[src/rtl/nvram_uploader.sv]
// ---------------------------------------------------------------------------
// nvram_uploader
//
// Serves HPS upload (save) requests on the ioctl bus by reading a dual-port
// game NVRAM / hiscore RAM back one byte at a time. This is the read-direction
// counterpart of the ROM/DIP download path. The core CPU is paused for the
// whole session so that the saved snapshot is coherent. ioctl_wait is held
// while each RAM read is in flight.
//
// Optional feature (compile-time macro NVRAM_CHECKSUM_EN):
//   An 8-bit running sum of every in-range byte delivered to the HPS is kept.
//   A read at exactly address 2^AW returns its two's complement, so that
//   (sum + checksum) == 0 mod 256. Without the macro that address returns
//   8'hFF like any other out-of-range address, and no sum register exists.
//
// Parameters:
//   AW           RAM address width; the image is 2^AW bytes.
//   UPLOAD_INDEX ioctl_index value that selects this block.
//   RD_LATENCY   cycles from ram_rd to valid ram_do, legal range 1..3.
//
// Ports:
//   clk_sys      in   system clock
//   reset        in   synchronous, active-high reset
//   ioctl_upload in   HPS upload session active
//   ioctl_index  in   upload target index
//   ioctl_rd     in   single-cycle read strobe from hps_io
//   ioctl_addr   in   byte address of the read (25 bits)
//   ioctl_din    out  read data returned to hps_io
//   ioctl_wait   out  stall to HPS, data not ready while high
//   pause_req    out  request to halt the core CPU
//   pause_ack    in   core CPU is halted
//   ram_addr     out  RAM read address
//   ram_rd       out  RAM read strobe, one cycle
//   ram_do       in   RAM read data
//   busy         out  upload session in progress
//   done         out  one-cycle pulse when a session ends
// ---------------------------------------------------------------------------
module nvram_uploader #(
  parameter int          AW           = 10,
  parameter logic [7:0]  UPLOAD_INDEX = 8'd4,
  parameter int          RD_LATENCY   = 1
) (
  input  logic          clk_sys,
  input  logic          reset,
  input  logic          ioctl_upload,
  input  logic [7:0]    ioctl_index,
  input  logic          ioctl_rd,
  input  logic [24:0]   ioctl_addr,
  output logic [7:0]    ioctl_din,
  output logic          ioctl_wait,
  output logic          pause_req,
  input  logic          pause_ack,
  output logic [AW-1:0] ram_addr,
  output logic          ram_rd,
  input  logic [7:0]    ram_do,
  output logic          busy,
  output logic          done
);

  typedef enum logic [2:0] {
    IDLE,
    PAUSE,
    READY,
    FETCH,
    DONE
  } state_t;

  // First byte address past the image, compared against the full 25-bit
  // ioctl_addr so high address bits can never alias into the RAM.
  localparam logic [24:0] IMG_SIZE = 25'd1 << AW;

  // FETCH counts 0..RD_LATENCY starting in the ram_rd cycle; ram_do is
  // valid when the count reaches RD_LATENCY.
  localparam logic [1:0]  LAT_LAST = 2'(RD_LATENCY);

  state_t        state_q, state_d;
  logic          upload_q;
  logic          rise, fall, end_session;
  logic          in_range;
  logic [1:0]    cnt_q, cnt_d;
  logic          oor_q, oor_d;
  logic [7:0]    din_d;
  logic          wait_d, pause_d, ram_rd_d, busy_d, done_d;
  logic [AW-1:0] ram_addr_d;
`ifdef NVRAM_CHECKSUM_EN
  logic [7:0]    sum_q, sum_d;
  logic          sum_sel_q, sum_sel_d;
  logic          is_sum_addr;
`endif

  assign rise        = ioctl_upload & ~upload_q;
  assign fall        = ~ioctl_upload & upload_q;
  assign end_session = fall && (state_q == PAUSE || state_q == READY ||
                                state_q == FETCH);
  assign in_range    = ioctl_addr < IMG_SIZE;
`ifdef NVRAM_CHECKSUM_EN
  assign is_sum_addr = ioctl_addr == IMG_SIZE;
`endif

  // Next-state and next-output logic. All outputs are registered, so this
  // block computes the values they take after the coming clock edge.
  always_comb begin
    state_d    = state_q;
    cnt_d      = cnt_q;
    oor_d      = oor_q;
    din_d      = ioctl_din;
    wait_d     = ioctl_wait;
    pause_d    = pause_req;
    ram_addr_d = ram_addr;
    ram_rd_d   = 1'b0;
    busy_d     = busy;
    done_d     = 1'b0;
`ifdef NVRAM_CHECKSUM_EN
    sum_d      = sum_q;
    sum_sel_d  = sum_sel_q;
`endif

    if (end_session) begin
      // Upload dropped: abandon any fetch without touching ioctl_din.
      state_d = DONE;
      done_d  = 1'b1;
      pause_d = 1'b0;
      wait_d  = 1'b0;
      busy_d  = 1'b0;
    end else begin
      case (state_q)
        IDLE: begin
          if (rise && ioctl_index == UPLOAD_INDEX) begin
            state_d = PAUSE;
            pause_d = 1'b1;
            wait_d  = 1'b1;
            busy_d  = 1'b1;
`ifdef NVRAM_CHECKSUM_EN
            sum_d   = 8'd0;
`endif
          end
        end

        PAUSE: begin
          if (pause_ack) begin
            state_d = READY;
            wait_d  = 1'b0;
          end
        end

        READY: begin
          // pause_ack is deliberately not looked at here: once the CPU has
          // acknowledged, the session keeps it paused until upload ends.
          if (ioctl_rd) begin
            state_d = FETCH;
            wait_d  = 1'b1;
            cnt_d   = 2'd0;
            oor_d   = ~in_range;
            if (in_range) begin
              ram_addr_d = ioctl_addr[AW-1:0];
              ram_rd_d   = 1'b1;
            end
`ifdef NVRAM_CHECKSUM_EN
            sum_sel_d = is_sum_addr;
`endif
          end
        end

        FETCH: begin
          if (oor_q) begin
            state_d = READY;
            wait_d  = 1'b0;
`ifdef NVRAM_CHECKSUM_EN
            din_d   = sum_sel_q ? (8'd0 - sum_q) : 8'hFF;
`else
            din_d   = 8'hFF;
`endif
          end else if (cnt_q == LAT_LAST) begin
            state_d = READY;
            wait_d  = 1'b0;
            din_d   = ram_do;
`ifdef NVRAM_CHECKSUM_EN
            sum_d   = sum_q + ram_do;
`endif
          end else begin
            cnt_d = cnt_q + 2'd1;
          end
        end

        DONE: begin
          state_d = IDLE;
        end

        default: begin
          state_d = IDLE;
        end
      endcase
    end
  end

  // State and output registers. The upload edge detector is frozen during
  // DONE so that an upload re-asserted right after a falling edge still
  // appears as a rising edge once the FSM is back in IDLE.
  always_ff @(posedge clk_sys) begin
    if (reset) begin
      state_q    <= IDLE;
      upload_q   <= 1'b0;
      cnt_q      <= 2'd0;
      oor_q      <= 1'b0;
      ioctl_din  <= 8'd0;
      ioctl_wait <= 1'b0;
      pause_req  <= 1'b0;
      ram_addr   <= '0;
      ram_rd     <= 1'b0;
      busy       <= 1'b0;
      done       <= 1'b0;
`ifdef NVRAM_CHECKSUM_EN
      sum_q      <= 8'd0;
      sum_sel_q  <= 1'b0;
`endif
    end else begin
      state_q    <= state_d;
      if (state_q != DONE) begin
        upload_q <= ioctl_upload;
      end
      cnt_q      <= cnt_d;
      oor_q      <= oor_d;
      ioctl_din  <= din_d;
      ioctl_wait <= wait_d;
      pause_req  <= pause_d;
      ram_addr   <= ram_addr_d;
      ram_rd     <= ram_rd_d;
      busy       <= busy_d;
      done       <= done_d;
`ifdef NVRAM_CHECKSUM_EN
      sum_q      <= sum_d;
      sum_sel_q  <= sum_sel_d;
`endif
    end
  end

endmodule

[config.mk]
export PLATFORM = sky130hd
export DESIGN_NAME = nvram_uploader
export DESIGN_NICKNAME = d
export VERILOG_FILES = /design/src/rtl/nvram_uploader.sv
export SDC_FILE = /design/constraint.sdc
export NUM_CORES = 1
export LEC_CHECK = 0
export CORE_MARGIN = 8
export CORE_UTILIZATION = 30
export CTS_CLUSTER_SIZE = 30
export DETAILED_ROUTE_END_ITERATION = 6
export PLACE_DENSITY_LB_ADDON = 0.3
export SLEW_MARGIN = 20
export SYNTH_ARGS = -nofsm -noshare
export SYNTH_HDL_FRONTEND = slang
export SYNTH_SLANG_ARGS = --single-unit
[constraint.sdc]
create_clock -name clk_sys -period 2.4 [get_ports clk_sys]
set_clock_uncertainty 0.2 [all_clocks]
set_input_delay 0.24 -clock clk_sys [delete_from_list [all_inputs] [get_ports clk_sys]]
set_output_delay 0.24 -clock clk_sys [all_outputs]
set_load 0.01 [all_outputs]
==> metrics.md <==
| Metric | Value |
|---|---|
| Outcome | `finished clean` |
| Placed Area | `just over 2000 um2` |
| #FFs+latches synth | `29` |
| Commonest cells in the netlist | `29 x dfxtp_1, 20 x nor2_1, 15 x a21oi_1` |
| Inserted Diodes | `0` |
| Clock Latency Late Sink | `between 200 and 300 ps` |
| Fillers | `423` |
| Final setup TNS | `0 ps` |
| Most frequent cell after synthesis | `dfxtp_1` |
| Final Hold Vio Count | `0` |
| Max incr delay on CP | `between 400 and 500 ps` |
| Asr flop ratio synth | `0%` |
| Share of cells above drive strength 1 | `approximately an eighth` |
| Final Critical Period | `around 1800 ps` |
| Combinational share of power | `10.4%` |
| Bufs on Longest Clock Path | `2` |
| Critical setup path kind | `in2reg` |
| Vias in the first global route | `about 1.3k` |
| Worst vdd ir | `approximately 0.23 mV` |
| Slack of the critical path | `slightly below 600 ps` |
| CP Max Fanout | `10` |
| Final Non-Filler Cells | `~270` |
| Power share of the sequential group | `between 40% and 50%` |
| CTS Buf Count | `5` |
| Crit path capture type | `flop` |
| Drt via density | `roughly 4.9` |
| Num ports | `between 60 and 70` |
| Root buf cell | `clkbuf_8` |
| Clock slew at reported path FFs | `60 ps` |
| Syn nets | `197` |
| Critical path's slowest cell | `clkdlybuf4s50_1` |
| Design area | `between 2000 and 2500 um2` |
| Pin count of the biggest net entering global routing | `17` |
| Worst path required time | `about 2400 ps` |
| Seq/Total Area, Yosys | `between 40% and 50%` |
| Vias | `around 1.3k` |
| First-pass DRT Iterations | `5` |
| Internal | `roughly 0.8 mW` |
| Fmax | `553 MHz` |
| Die ar. | `6820 um2` |
| Die Y | `82.6 um` |
| Class of the worst hold path | `reg2reg` |
| Total congestion overflow | `0` |
| Global Route Usage Sum | `a little under an eighth` |
| Nets | `roughly 270` |
| Inst Count DP | `around 260` |
| Critical Path AT | `1770 ps` |
| CTS Sinks | `29` |
| Worst slack, placed | `302 ps` |
| Post-synth EDFFs | `0` |
| Synth-to-Final Area Change | `59.5%` |
| Area of the multi-input gates | `664 um2` |
| Post-layout util | `49.1%` |
| Num rows | `24` |
| Leakage power total | `approximately 0.7 nW` |
| Power, Total | `between 0.9 and 1 mW` |
| Ys flop type | `dfxtp_1` |
| Worst Max-Slew Pin Slew | `just under 500 ps` |
| Mapped cell area | `1330 um2` |
| Unrepaired setup endpoints after global routing | `no` |
| Max cap viols | `0` |
| Htree depth | `2` |
| Post-CTS Setup Inserts | `0` |
| Reg area | `approximately 580 um2` |
| Routed wire length | `3790 um` |
| CP delay by family, top | `simple AND/OR/NAND/NOR gates` |
| Slew HR | `between 60% and 70%` |
| Distinct cells, synth | `34` |
| Final Wtd Congestion | `~0.76` |
| # DRC | `0` |
| CP Cell Sequence | `clkdlybuf4s50_1 > nor4_2 > nand4_1 > o21ai_0 > a21oi_1` |
| Switching power | `between 0.2 and 0.25 mW` |
| Wirelength per Cell | `14.0 um` |
| Starting Density | `30.8%` |
| Drt initial violations | `55` |
| PD cells | `about 460 nW/um2` |
| # hold bufs at CTS | `0` |
| Post-Synthesis Cells | `150` |
| Hold slack | `265 ps` |
| Synth top area cells | `dfxtp_1 44%, a211oi_2 7.5%, a21oi_1 5.6%` |
| Final setup violation count | `0` |
| Post-CTS Resized | `0` |
| Clock Power Share | `between 40 and 50%` |
| Sw frac | `around 21%` |
| CTS tree | `built` |
| Final Cycle Share | `between 70% and 80%` |
| CP Launch Type | `input port` |
| First-pass GRT wire length | `around 6200 um` |
| Total number of yosys warnings | `0` |
| Synthesized area per cell | `roughly 8.9 um2` |
| Detailed placement HPWL | `2950 um` |
| Worst Path Buf+Inv | `1` |
| Share of the synthesized area in the top cell type | `between 40% and 50%` |
| Leading area contributor after synthesis | `dfxtp_1` |
| Chip width | `~83 um` |
| Initial antenna violation count | `0` |
| Slew Viols, Final | `0` |
| Routed Antenna Nets | `0` |
| Core area | `roughly 4300 um2` |
| PortBufs | `68` |
[sequential cells by signal, indices dropped and copies added, names as in the netlist]
signal and cells:
busy 1, oor_q 1, upload_q 1, ioctl_wait 1, ioctl_din 8, done 1, cnt_q 2, state_q 3
ram_addr 10, ram_rd 1
[path summary, 6_finish.rpt]
kind                                             from                   endpoint  slack, ps  cells after the start
worst max-delay path                   ioctl_addr[23]   ram_addr[5]$_SDFFE_PP0P_        590                      5
worst min-delay path                busy$_SDFFE_PP0P_          busy$_SDFFE_PP0P_        260                      2
worst max register to register  cnt_q[1]$_SDFFE_PP0P_  ioctl_din[0]$_SDFFE_PP0P_        620                      7
worst min register to register      busy$_SDFFE_PP0P_          busy$_SDFFE_PP0P_        260                      2
[cell usage in the layout, fill, tap and decap left out, types with 5 or more instances in the layout]
cell type / netlist / layout
a21oi_1: 15 / 15
o21ai_0: 13 / 13
dfxtp_1: 29 / 29
nand2_1: 5 / 5
clkdlybuf4s50_1: 0 / 68
clkbuf_8: 0 / 6
a211oi_2: 8 / 8
nor2_1: 20 / 20
nand3_1: 12 / 12
[per-layer routing]
| layer | vias up | share of wire, % | GRT usage (%) |
|---|---|---|---|
| met5 | - | 0 | 0 |
| met4 | 0 | 2.0 | 6.21 |
| met3 | 7 | 11 | 6.49 |
| met2 | 51 | 50 | 18.8 |
| met1 | 600 | 37 | 12.4 |
| li1 | 677 | - | - |
[area by class of cell]
type | instances | share of cell area (%)
inverter | 4 | 0.708
tap | 52 | 3.07
sequential | 29 | 27.4
multi-input combinational | 107 | 31.3
clock buffer | 7 | 4.07
timing repair buffer | 72 | 33.5
[tightest hold or removal path: cells and delay by family, from the launching register on]
family / cells / cell delay (ps)
compound gates: 1 / 50
buf+inv: 1 / 50
flops: 1 / 310
[power by group through the flow]
stage	sequential [mW]	clock, mW	combinational [mW]
floorplan	0.494	0	0.0221
global placement	0.494	0	0.103
detailed placement	0.494	0	0.103
CTS	0.483	0.410	0.104
global route	0.483	0.434	0.111
finish	0.483	0.397	0.103
[cell families (layout without fill, tap and decap cells)]
group	after synthesis	after routing	synth area share [%]
simple gates	64	64	27.2
buf+inv	14	83	6.40
fa+ha+maj	1	1	0.941
mux	2	2	1.51
compound gates	40	40	20.3
flops	29	29	43.7
No activity file was read; power rests on OpenSTA's default activity.
